$ cat src/rtl/hbwordarb_if.sv
// Word-channel bundle for hbwordarb: two 34-bit sources, interrupt level, one downstream channel.
// master drives sources and downstream stall; slave is the arbiter.
interface hbwordarb_if;
  logic        interrupt;
  logic        a_stb;
  logic [33:0] a_word;
  logic        a_busy;
  logic        b_stb;
  logic [33:0] b_word;
  logic        b_busy;
  logic        stb;
  logic [33:0] word;
  logic        busy;

  modport master (
    output interrupt, a_stb, a_word, b_stb, b_word, busy,
    input  a_busy, b_busy, stb, word
  );

  modport slave (
    input  interrupt, a_stb, a_word, b_stb, b_word, busy,
    output a_busy, b_busy, stb, word
  );
endinterface

$ cat src/rtl/hbwordarb.sv
// Hexbus output word scheduler: interrupt > round-robin A/B > idle keep-alive, one registered stage.
// Latency 1 cycle, one word/cycle; sources stall via a_busy/b_busy while the output slot is held by i_busy.
module hbwordarb #(
  parameter int          LGIDLE    = 20,
  parameter logic [33:0] INT_WORD  = {5'b11010, 29'h0},
  parameter logic [33:0] IDLE_WORD = {5'b11011, 29'h0}
) (
  input  logic       i_clk,
  input  logic       i_reset_n,
  hbwordarb_if.slave bus
);

  typedef enum logic [2:0] {G_NONE, G_INT, G_A, G_B, G_IDLE} grant_t;

  grant_t            grant;
  logic              slot_free;
  logic              out_stb;
  logic [33:0]       out_word;
  logic              int_pend;
  logic              int_armed;
  logic              rr_last;   // 1: B was granted last
  logic [LGIDLE-1:0] idle_cnt;

  assign slot_free = !out_stb || !bus.busy;

  always_comb begin
    grant = G_NONE;
    if (int_pend)
      grant = G_INT;
    else if (bus.a_stb && bus.b_stb)
      grant = rr_last ? G_A : G_B;
    else if (bus.a_stb)
      grant = G_A;
    else if (bus.b_stb)
      grant = G_B;
    else if (&idle_cnt)
      grant = G_IDLE;
  end

  assign bus.a_busy = !(slot_free && (grant == G_A));
  assign bus.b_busy = !(slot_free && (grant == G_B));
  assign bus.stb    = out_stb;
  assign bus.word   = out_word;

  always_ff @(posedge i_clk) begin
    if (!i_reset_n) begin
      out_stb   <= 1'b0;
      out_word  <= IDLE_WORD;
      int_pend  <= 1'b0;
      int_armed <= 1'b1;
      rr_last   <= 1'b0;
      idle_cnt  <= '0;
    end else begin
      // Re-arm only once the level is low and the previous request has gone out.
      if (int_armed && bus.interrupt) begin
        int_pend  <= 1'b1;
        int_armed <= 1'b0;
      end else begin
        if (!bus.interrupt && !int_pend)
          int_armed <= 1'b1;
        if (slot_free && (grant == G_INT))
          int_pend <= 1'b0;
      end

      if (slot_free) begin
        out_stb <= (grant != G_NONE);
        case (grant)
          G_INT:   out_word <= INT_WORD;
          G_A:     out_word <= bus.a_word;
          G_B:     out_word <= bus.b_word;
          G_IDLE:  out_word <= IDLE_WORD;
          default: out_word <= out_word;
        endcase
        if (grant == G_A)
          rr_last <= 1'b0;
        else if (grant == G_B)
          rr_last <= 1'b1;
        // Quiet time counts cycles the channel goes empty; any load restarts it.
        if (grant != G_NONE)
          idle_cnt <= '0;
        else if (!(&idle_cnt))
          idle_cnt <= idle_cnt + 1'b1;
      end
    end
  end

endmodule

$ cat src/flat_wrapper.sv
// flat-port wrapper written by rule: the top's interface ports become plain ports
module hbwordarb_flat 
#(
  parameter int          LGIDLE    = 20,
  parameter logic [33:0] INT_WORD  = {5'b11010, 29'h0},
  parameter logic [33:0] IDLE_WORD = {5'b11011, 29'h0}
)
  (i_clk, i_reset_n, bus_interrupt, bus_a_stb, bus_a_word, bus_b_stb, bus_b_word, bus_busy, bus_a_busy, bus_b_busy, bus_stb, bus_word);
  hbwordarb_if bus_i ();
  input  logic i_clk;
  input  logic i_reset_n;
  input wire logic [$bits(bus_i.interrupt)-1:0] bus_interrupt;
  input wire logic [$bits(bus_i.a_stb)-1:0] bus_a_stb;
  input wire logic [$bits(bus_i.a_word)-1:0] bus_a_word;
  input wire logic [$bits(bus_i.b_stb)-1:0] bus_b_stb;
  input wire logic [$bits(bus_i.b_word)-1:0] bus_b_word;
  input wire logic [$bits(bus_i.busy)-1:0] bus_busy;
  output wire logic [$bits(bus_i.a_busy)-1:0] bus_a_busy;
  output wire logic [$bits(bus_i.b_busy)-1:0] bus_b_busy;
  output wire logic [$bits(bus_i.stb)-1:0] bus_stb;
  output wire logic [$bits(bus_i.word)-1:0] bus_word;
  assign bus_i.interrupt = bus_interrupt;
  assign bus_i.a_stb = bus_a_stb;
  assign bus_i.a_word = bus_a_word;
  assign bus_i.b_stb = bus_b_stb;
  assign bus_i.b_word = bus_b_word;
  assign bus_i.busy = bus_busy;
  assign bus_a_busy = bus_i.a_busy;
  assign bus_b_busy = bus_i.b_busy;
  assign bus_stb = bus_i.stb;
  assign bus_word = bus_i.word;
  hbwordarb #(.LGIDLE(LGIDLE), .INT_WORD(INT_WORD), .IDLE_WORD(IDLE_WORD)) u_core (.i_clk(i_clk), .i_reset_n(i_reset_n), .bus(bus_i));
endmodule
$ cat config.mk
export PLATFORM = sky130hd
export DESIGN_NAME = hbwordarb_flat
export DESIGN_NICKNAME = d
export VERILOG_FILES = /design/src/rtl/hbwordarb_if.sv /design/src/rtl/hbwordarb.sv /design/src/flat_wrapper.sv
export SDC_FILE = /design/constraint.sdc
export NUM_CORES = 1
export LEC_CHECK = 0
export ABC_AREA = 1
export BUFFER_PORTS_ARGS = -buffer_cell sky130_fd_sc_hd__buf_2
export CELL_PAD_IN_SITES_DETAIL_PLACEMENT = 0
export CELL_PAD_IN_SITES_GLOBAL_PLACEMENT = 1
export CORE_ASPECT_RATIO = 0.8
export CORE_MARGIN = 4
export CORE_UTILIZATION = 30
export DETAILED_ROUTE_END_ITERATION = 8
export GPL_TIMING_DRIVEN = 1
export PLACE_DENSITY_LB_ADDON = 0.1
export SKIP_CTS_REPAIR_TIMING = 1
export SYNTH_ARGS = -nofsm -noshare
export SYNTH_HDL_FRONTEND = slang
export SYNTH_SLANG_ARGS = --single-unit
export TNS_END_PERCENT = 10
$ cat constraint.sdc
create_clock -name i_clk -period 1.5 [get_ports i_clk]
set_input_delay 0.225 -clock i_clk [delete_from_list [all_inputs] [get_ports i_clk]]
set_output_delay 0.225 -clock i_clk [all_outputs]
set_load 0.05 [all_outputs]
==> impl_metrics.tcl, run 1 <==
set metrics [dict create \
    post_synth_instance_area_sq_mm 0.00286 \
    final_cell_count_no_fill 684 \
    timing_worst_setup_path_type "flip-flop to flip-flop" \
    crit_arrival_ns 1.75 \
    clk_root_buffer_cell "sky130_fd_sc_hd__clkbuf_16" \
    grt_setup_unrepaired "true" \
    detailedRoute.firstPassIterationCount 4 \
    initial_utilization 0.312 \
    synth_top_area_share 0.407 \
    slew-limit-headroom 0.799 \
    yosysWarningCount 0 \
    placement_rows 31 \
    routedWlPerCell_um 12.4 \
    failing_checks "negative setup slack" \
    timing.critical_path.fanout_max 12 \
    syn_to_final_growth_pct 49.3 \
    synth-seq-cells 58 \
    antennaDiodeCount 0 \
    sequentialPowerShare 0.336 \
    place_congestion 0.790 \
    muxShareOfSynthArea 0 \
    synth_area_leaders "sky130_fd_sc_hd__dfxtp_1, sky130_fd_sc_hd__nand2_1, sky130_fd_sc_hd__nand3_1" \
    num-nets-final 639 \
    detailed_route_via_count 3028 \
    fmax_mhz 648 \
    internal_power_mw 3.58 \
    synthesized_area_fraction_occupied_by_ao_oa_aoi_and_oai_cells 0.0802 \
    floorplan.die_area_sq_mm 0.0112 \
    post-route-min-period_ns 1.54 \
    drtAntennaViolNets 0 \
    place_hpwl_mm 6.28 \
    clkLatencyLatePin_ns 0.32 \
    synth_simple_gate_area_share 0.398 \
    hold-worst-slack_ns 0.138 \
    irDropWorstVdd_v 0.000482 \
    postSynthNetCount 503 \
    netSwitchingPower_mw 1.39 \
    vertical_die_dimension_um 95.3 \
    avg_synthesized_cell_area_sq_um 6.67 \
    via_per_inst 4.43 \
    grt_pass1_vias 2879 \
    cts.htree.levels 3 \
    cts_inserted_buffers 9 \
    filler_cell_count 936 \
    drive_gt1_frac 0.373 \
    finalPower_mw 4.97 \
    crit_path_start_kind "flip-flop" \
    clk_pin_slew_ns 0.05 \
    p_per_area_mw_per_mm2 1170 \
    pin_count 111 \
    setup_viol_count_final 33 \
    coreArea_sq_mm 0.00915 \
    synth_sequential_area_ratio 0.407 \
    initialDrtViolationCount 164 \
    report.final.hold_viol_count 0 \
    cts_tree "built" \
    grt_pass1_wl_mm 13.4 \
    cts-root-to-sink-buffers 2 \
    maxCapViolations 0 \
    totalWireLength_mm 8.47 \
    placedCellCount 665 \
    synth_xor_xnor_area_share 0.0276 \
    synth_area_leader_cell "sky130_fd_sc_hd__dfxtp_1" \
    result_of_the_run "finished with violations" \
    drc_errors 0 \
    power.combinational.fraction 0.194 \
    yosysUniqueCellTypes 24 \
    antenna_found_initial 0 \
    grt_start_max_net_pins 38 \
    synthAdderAreaFrac 0.00438 \
    netlist_instances 428 \
    cts_num_sinks 58 \
    p_clk_frac 0.470 \
    min_path_type "primary input to flip-flop" \
    die_wd_um 117 \
    drv_slew 0 \
    crit_path_end_kind "flip-flop" \
    worst_clock_skew_ns 0.00702 \
    worst-slew-pin-transition_ns 0.302 \
    placement.io_buffers 110 \
    combinational_family_with_the_most_area_after_synthesis "simple AND/OR/NAND/NOR gates" \
    groute.usage.overall 0.155 \
    layout_setup_ws_ns -0.0421 \
    power_switching_share 0.279 \
    grt_overflow_total 0 \
    power_leakage_nw 2.03 \
    worstPathRequired_ns 1.70 \
    final_min_period_over_clock_period 1.03 \
]
-- cell families after synthesis --
group,count (synthesis)
xor gates and xnor gates,9
and+or+nand+nor,269
adders and majority gates,1
buffers and inverters,47
DFF,58
AOI/OAI and AO/OA,44
-- power groups by stage --
stage	combinational (mW)	sequential [mW]	clock [mW]
floorplan	0.362	1.94	0
global placement	0.914	1.70	0
detailed placement	0.918	1.70	0
CTS	0.923	1.66	2.41
global route	1.05	1.68	2.48
finish	0.963	1.67	2.34
-- metrics by stage --
stage	setup TNS, ns	utilization	instance area (sq um)	worst slack [ns]
2_1_floorplan	-0.514	-	2860	-0.0208
4_1_cts	-8.00	0.445	4080	-0.235
6_report	-1.05	0.466	4260	-0.0421
3_3_place_gp	-5.47	0.408	3730	-0.120
3_5_place_dp	-6.97	0.408	3730	-0.160
5_1_grt	-6.00	0.466	4260	-0.151
-- worst paths after layout --
| check | cells past startpoint | startpoint | to | slack, ns |
|---|---|---|---|---|
| max | 11 | u_core.idle_cnt[0] | u_core.bus.word[27] | -0.04 |
| min | 2 | bus_interrupt | u_core.int_armed | 0.14 |
| max reg2reg | 11 | u_core.idle_cnt[0] | u_core.bus.word[27] | -0.04 |
| min reg2reg | 2 | u_core.bus.word[15] | u_core.bus.word[15] | 0.45 |
-- Yosys cell counts, drive strengths merged --
master,instances
a21oi,36
a31o,1
buf,14
clkbuf,7
clkinv,1
dfxtp,58
ha,1
inv,25
nand2,175
nand3,42
nand3b,2
nand4,2
nor2,42
nor3,6
o21ai,3
o22ai,4
xnor2,4
xor2,5
-- metal layers --
metal / track usage / share of wire
met4: 0.0516 / 0.013
met1: 0.211 / 0.48
met3: 0.0590 / 0.078
met5: 0 / 0
met2: 0.225 / 0.43
-- placed cells by master (no fill, tap or decap), types with 3 or more instances in the layout --
cell type	n
sky130_fd_sc_hd__nand2_2	15
sky130_fd_sc_hd__nor3_1	3
sky130_fd_sc_hd__inv_1	25
sky130_fd_sc_hd__nand3_1	39
sky130_fd_sc_hd__o21ai_0	3
sky130_fd_sc_hd__xor2_1	5
sky130_fd_sc_hd__nor2_2	6
sky130_fd_sc_hd__buf_12	6
sky130_fd_sc_hd__nand2_1	156
sky130_fd_sc_hd__bufinv_16	3
sky130_fd_sc_hd__dfxtp_2	12
sky130_fd_sc_hd__buf_6	3
sky130_fd_sc_hd__a21oi_2	4
sky130_fd_sc_hd__a21oi_1	32
sky130_fd_sc_hd__clkbuf_16	9
sky130_fd_sc_hd__o22ai_1	4
sky130_fd_sc_hd__buf_4	29
sky130_fd_sc_hd__buf_2	108
sky130_fd_sc_hd__nor2_1	34
sky130_fd_sc_hd__dfxtp_1	46
sky130_fd_sc_hd__xnor2_1	4
-- worst max-delay path: stages, from the launching register on --
cell                      delay [ns]
sky130_fd_sc_hd__dfxtp_2        0.35
sky130_fd_sc_hd__ha_4           0.14
sky130_fd_sc_hd__nand2_4        0.06
sky130_fd_sc_hd__nor2_2         0.10
sky130_fd_sc_hd__nand2_1        0.07
sky130_fd_sc_hd__nor2_2         0.10
sky130_fd_sc_hd__nand2_2        0.08
sky130_fd_sc_hd__nand3_4        0.12
sky130_fd_sc_hd__nand2_8        0.11
sky130_fd_sc_hd__buf_12         0.17
sky130_fd_sc_hd__nand2_1        0.06
sky130_fd_sc_hd__a21oi_1        0.05
-- flip-flops by register name, indices dropped and copies added, names as in the netlist --
register          cells
u_core.bus.stb        1
u_core.bus.word      34
u_core.idle_cnt      20
u_core.int_armed      1
u_core.int_pend       1
u_core.rr_last        1
-- final cells by class --
type	instances	area [sq um]	area share
inverter	26	97.6	0.0229
tap	115	144	0.0338
clock inverter	6	115	0.0270
clock buffer	10	229	0.0537
timing repair buffer	146	912	0.214
sequential	58	1180	0.276
multi-input combinational	323	1590	0.373
Note: power is estimated with default switching activity, not from simulation.
==> run 2, diff against run 1 <==
--- a/config.mk
+++ b/config.mk
@@ -14,7 +14,7 @@
 export CORE_UTILIZATION = 30
 export DETAILED_ROUTE_END_ITERATION = 8
 export GPL_TIMING_DRIVEN = 1
-export PLACE_DENSITY_LB_ADDON = 0.1
+export PLACE_DENSITY_LB_ADDON = 0.08
 export SKIP_CTS_REPAIR_TIMING = 1
 export SYNTH_ARGS = -nofsm -noshare
 export SYNTH_HDL_FRONTEND = slang
==> run 2 against run 1 <==
The flow still finishes with violations (negative setup slack). Global-route usage down 0.91 points. Sequential power barely moved. Hold slack improved by 0.013 ns. Non-clock buffer count decreased by 2. Critical path type is now flip-flop to output pin. Critical endpoint is now bus_a_busy.
==> impl_metrics.tcl, run 2 (synthesis results as in run 1) <==
set metrics [dict create \
    timing_worst_setup_path_type "flip-flop to output pin" \
    critical-path-max-stage-delay_ns 0.33 \
    grt_pass1_vias 2821 \
    crit_path_start_kind "flip-flop" \
    use_met3 0.0533 \
    netSwitchingPower_mw 1.39 \
    grt_most_used_layer "met2" \
    place_hpwl_mm 5.93 \
    path_delay_family "buffers and inverters" \
    pin_count 111 \
    clkLatencyLatePin_ns 0.33 \
    clk_root_buffer_cell "sky130_fd_sc_hd__clkbuf_16" \
    num-nets-final 638 \
    drv_slew 0 \
    final_core_utilization 0.468 \
    p_per_area_mw_per_mm2 1180 \
    antenna_found_initial 0 \
    worstPathRequired_ns 1.27 \
    timing.critical_path.cells "nand2_2, buf_4, nand2_2, buf_2" \
    crit_arrival_ns 1.38 \
    maxCapViolations 0 \
    layout_commonest_cell "sky130_fd_sc_hd__nand2_1" \
    placedCellCount 659 \
    crit_slowest_cell "sky130_fd_sc_hd__buf_4" \
    via_per_inst 4.43 \
    worst-slew-pin-transition_ns 0.345 \
    placement.io_buffers 110 \
    finalPower_mw 5.07 \
    placement_rows 31 \
    layout_common_cells "sky130_fd_sc_hd__nand2_1, sky130_fd_sc_hd__buf_2, sky130_fd_sc_hd__dfxtp_1" \
    totalWireLength_mm 8.77 \
    vertical_die_dimension_um 95.3 \
    drc_errors 0 \
    cts.htree.levels 3 \
    coreArea_sq_mm 0.00915 \
    setup_tns_ns -2.02 \
    drtAntennaViolNets 0 \
    largest_reg_flops 34 \
    layout_setup_ws_ns -0.102 \
    cp_common_cell "sky130_fd_sc_hd__nand2_2" \
    setup.reg_to_reg.worst_slack_ns -0.08 \
    worstPathBufferInverterCount 2 \
    initial_utilization 0.312 \
    grt_pass1_wl_mm 12.9 \
    setup_viol_count_final 37 \
    grt_start_max_net_pins 35 \
    result_of_the_run "finished with violations" \
    power_leakage_nw 2.04 \
    irDropWorstVdd_v 0.000529 \
    clk_pin_slew_ns 0.05 \
    crit_path_end_kind "output pin" \
    die_wd_um 117 \
    min_path_type "primary input to flip-flop" \
    grt_overflow_total 0 \
    non_filler_cell_area_final_sq_mm 0.00429 \
    routedWlPerCell_um 12.8 \
    syn_to_final_growth_pct 50.1 \
    fmax_mhz 624 \
    power.combinational.fraction 0.194 \
    final_min_period_over_clock_period 1.07 \
    hold-worst-slack_ns 0.151 \
    internal_power_mw 3.68 \
    cts_tree "built" \
    grt_use_met2 0.226 \
    worst_clock_skew_ns 0.00621 \
    p_clk_frac 0.476 \
    slew-limit-headroom 0.770 \
    power_switching_share 0.275 \
    dp_worst_setup_slack_ns -0.147 \
    grt.met1_usage 0.189 \
    cts_inserted_buffers 9 \
    detailed_place.area_sq_mm 0.00367 \
    cts_num_sinks 58 \
    antennaDiodeCount 0 \
    detailedRoute.firstPassIterationCount 5 \
    groute.usage.overall 0.146 \
    sequentialPowerShare 0.330 \
    cts-root-to-sink-buffers 2 \
    floorplan.die_area_sq_mm 0.0112 \
    initialDrtViolationCount 90 \
    post-route-min-period_ns 1.60 \
    report.final.hold_viol_count 0 \
    drive_gt1_frac 0.357 \
    grt_setup_unrepaired "true" \
    detailed_route_via_count 3029 \
    final_cell_count_no_fill 683 \
    place_congestion 0.744 \
    failing_checks "negative setup slack" \
    timing.critical_path.fanout_max 23 \
]
==> run 2: cell count changes in the layout (fill, tap and decap cells not counted), moves of 2 or more <==
cell                        previous run  this run
sky130_fd_sc_hd__dfxtp_1              46        54
sky130_fd_sc_hd__dfxtp_2              12         4
sky130_fd_sc_hd__buf_4                29        24
sky130_fd_sc_hd__clkbuf_16             9        13
sky130_fd_sc_hd__a21oi_1              32        35
sky130_fd_sc_hd__a21oi_2               4         1
sky130_fd_sc_hd__nand2_1             156       153
sky130_fd_sc_hd__nand2_2              15        18
sky130_fd_sc_hd__buf_12                6         4
sky130_fd_sc_hd__buf_2               108       110
sky130_fd_sc_hd__clkbuf_8              0         2
sky130_fd_sc_hd__clkinv_4              2         0
==> run 2: final cells by class <==
type / instances / area, sq um
fill: 956 / 4870
multi-input combinational: 324 / 1590
sequential: 58 / 1170
timing repair buffer: 144 / 933
clock buffer: 12 / 256
tap: 115 / 144
clock inverter: 4 / 97.6
inverter: 26 / 97.6
==> run 2: layer usage <==
metal,share of wire,vias to the layer above
met2,0.44,95
met3,0.074,9
met4,0.011,0
li1,-,1633
met1,0.47,1292
met5,0,-
==> run 2: final timing paths <==
check | start | endpoint | depth (start not counted)
worst min register to register | u_core.bus.word[28] | u_core.bus.word[28] | 2
worst max-delay path | u_core.bus.stb | bus_a_busy | 4
worst min-delay path | bus_interrupt | u_core.int_armed | 2
worst max register to register | u_core.idle_cnt[1] | u_core.bus.word[21] | 11
==> run 2: power by group through the flow <==
stage / Sequential, mW / Clock [mW] / Combinational, mW
2_1_floorplan: 1.94 / 0 / 0.362
3_3_place_gp: 1.70 / 0 / 0.886
3_5_place_dp: 1.70 / 0 / 0.887
4_1_cts: 1.67 / 2.48 / 0.888
5_1_grt: 1.68 / 2.53 / 1.08
6_report: 1.67 / 2.41 / 0.982
==> run 3, diff against run 2 <==
--- a/config.mk
+++ b/config.mk
@@ -7,6 +7,7 @@
 export LEC_CHECK = 0
 export ABC_AREA = 1
 export BUFFER_PORTS_ARGS = -buffer_cell sky130_fd_sc_hd__buf_2
+export CAP_MARGIN = 40
 export CELL_PAD_IN_SITES_DETAIL_PLACEMENT = 0
 export CELL_PAD_IN_SITES_GLOBAL_PLACEMENT = 1
 export CORE_ASPECT_RATIO = 0.8
@@ -15,6 +16,7 @@
 export DETAILED_ROUTE_END_ITERATION = 8
 export GPL_TIMING_DRIVEN = 1
 export PLACE_DENSITY_LB_ADDON = 0.08
+export REMOVE_ABC_BUFFERS = 1
 export SKIP_CTS_REPAIR_TIMING = 1
 export SYNTH_ARGS = -nofsm -noshare
 export SYNTH_HDL_FRONTEND = slang
==> run 3 against run 2 <==
The flow still finishes with violations (negative setup slack). Clock power is 9.5% lower. Sequential power hardly changed. Routed wire length is 1.9% higher. First-iteration DRC count is 50% higher. Hold slack worse by 0.020 ns. Setup slack worse by 0.0023 ns.
==> impl_metrics.tcl, run 3 (synthesis results as in run 1) <==
set metrics [dict create \
    result_of_the_run "finished with violations" \
    failing_checks "negative setup slack" \
    final_cell_count_no_fill 684 \
    cts_inserted_buffers 9 \
    coreArea_sq_mm 0.00915 \
    pin_count 111 \
    totalWireLength_mm 8.94 \
    setup_viol_count_final 35 \
    finalPower_mw 4.85 \
    hp-start "bus_interrupt" \
    cts.htree.levels 3 \
    die_wd_um 117 \
    detailed_route_via_count 3096 \
    rr_endpoint "u_core.bus.word[15]" \
    report.final.hold_viol_count 0 \
    initialDrtViolationCount 135 \
    cts-root-to-sink-buffers 2 \
    layout_commonest_cell "sky130_fd_sc_hd__nand2_1" \
    grt_overflow_total 0 \
    critical-path-max-stage-delay_ns 0.35 \
    min_path_type "primary input to flip-flop" \
    setup.reg_to_reg.worst_slack_ns -0.10 \
    drtAntennaViolNets 0 \
    antennaDiodeCount 0 \
    path_delay_family "simple AND/OR/NAND/NOR gates" \
    detailedRoute.firstPassIterationCount 4 \
    crit_arrival_ns 1.80 \
    largest_reg_flops 34 \
    post-route-min-period_ns 1.60 \
    timing_worst_setup_path_type "flip-flop to flip-flop" \
    cts_tree "built" \
    grt_setup_unrepaired "true" \
    drive_gt1_frac 0.374 \
    worst_clock_skew_ns 0.00348 \
    num-nets-final 639 \
    fmax_mhz 623 \
    min_path_cells 2 \
    place_hpwl_mm 6.09 \
    r2r_startpoint "u_core.idle_cnt[1]" \
    slew-limit-headroom 0.743 \
    clk_pin_slew_ns 0.05 \
    groute.usage.overall 0.151 \
    antenna_found_initial 1 \
    via_per_inst 4.53 \
    irDropWorstVdd_v 0.000639 \
    worst_hold_path.endpoint "u_core.int_armed" \
    routedWlPerCell_um 13.1 \
    layout_common_cells "sky130_fd_sc_hd__nand2_1, sky130_fd_sc_hd__buf_2, sky130_fd_sc_hd__dfxtp_1" \
    clkLatencyLatePin_ns 0.32 \
    drc_errors 0 \
    placement_rows 31 \
    power_leakage_nw 2.06 \
    grt_start_max_net_pins 35 \
    crit_path_end_kind "flip-flop" \
    crit_path_start_kind "flip-flop" \
    final_core_utilization 0.468 \
    worstPathBufferInverterCount 1 \
    drv_slew 0 \
    placement.io_buffers 110 \
    timing.critical_path.fanout_max 8 \
    placedCellCount 663 \
    place_congestion 0.754 \
    hold-worst-slack_ns 0.131 \
    maxCapViolations 0 \
    vertical_die_dimension_um 95.3 \
    reg2reg_depth 11 \
    syn_to_final_growth_pct 50.0 \
    worstPathRequired_ns 1.70 \
    grt_pass1_wl_mm 13.1 \
    final_min_period_over_clock_period 1.07 \
    layout_setup_ws_ns -0.105 \
    timing.critical_path.cells "ha_4, nand2_4, nor2_2, nand2_1, nor2_2, nand2_2, nand3_4, nand2_8, clkbuf_16, nand2_2, a21oi_2" \
    clk_root_buffer_cell "sky130_fd_sc_hd__clkbuf_16" \
    p_per_area_mw_per_mm2 1130 \
    cts_num_sinks 58 \
    initial_utilization 0.312 \
    floorplan.die_area_sq_mm 0.0112 \
    crit_slowest_cell "sky130_fd_sc_hd__dfxtp_2" \
    grt_pass1_vias 2738 \
    dp_worst_setup_slack_ns -0.122 \
    worst-slew-pin-transition_ns 0.386 \
]
run 3: changes by cell type in the layout (fill, tap and decap cells not counted), sizes merged:
cell and change:
inv +1, buf +3, bufinv -1, nand2 -1
clkinv +1, clkbuf -2
run 3: through the flow:
| stage | TNS, ns | instance area (sq um) |
|---|---|---|
| after global placement | -2.89 | 3680 |
| final | -2.41 | 4280 |
| after global routing | -9.10 | 4280 |
| after floorplan | -25.04 | 2720 |
| after CTS | -6.37 | 4010 |
| after detailed placement | -5.58 | 3680 |
run 3: worst max path at each step:
stage	cells after the start	endpoint	from	slack, ns
2_1_floorplan	6	u_core.rr_last	u_core.int_pend	-0.98
3_3_place_gp	10	u_core.idle_cnt[18]	u_core.idle_cnt[0]	-0.07
3_5_place_dp	11	u_core.bus.word[16]	u_core.idle_cnt[0]	-0.12
4_1_cts	4	bus_a_busy	u_core.bus.stb	-0.18
5_1_grt	11	u_core.bus.word[13]	u_core.idle_cnt[1]	-0.22
6_report	11	u_core.bus.word[15]	u_core.idle_cnt[1]	-0.10
run 3: layer usage:
| metal | vias to the layer above | GRT usage | wire length [um] |
|---|---|---|---|
| li1 | 1627 | - | - |
| met1 | 1353 | 0.210 | 4450 |
| met2 | 104 | 0.214 | 3670 |
| met3 | 10 | 0.0552 | 706 |
| met4 | 2 | 0.0516 | 100 |
| met5 | - | 0 | 12 |
run 3: where the power goes:
part	internal (mW)	leakage (nW)	total, mW	switching (mW)
Combinational	0.341	1.42	0.993	0.652
Sequential	1.62	0.476	1.68	0.0522
Clock	1.49	0.156	2.18	0.691
run 3: final cells by class:
type	instances	area, sq um
Fill cell	960	4870
Inverter	26	97.6
Timing Repair Buffer	146	941
Clock inverter	5	77.6
Sequential cell	58	1170
Multi-Input combinational cell	323	1610
Clock buffer	11	243
Tap cell	115	144
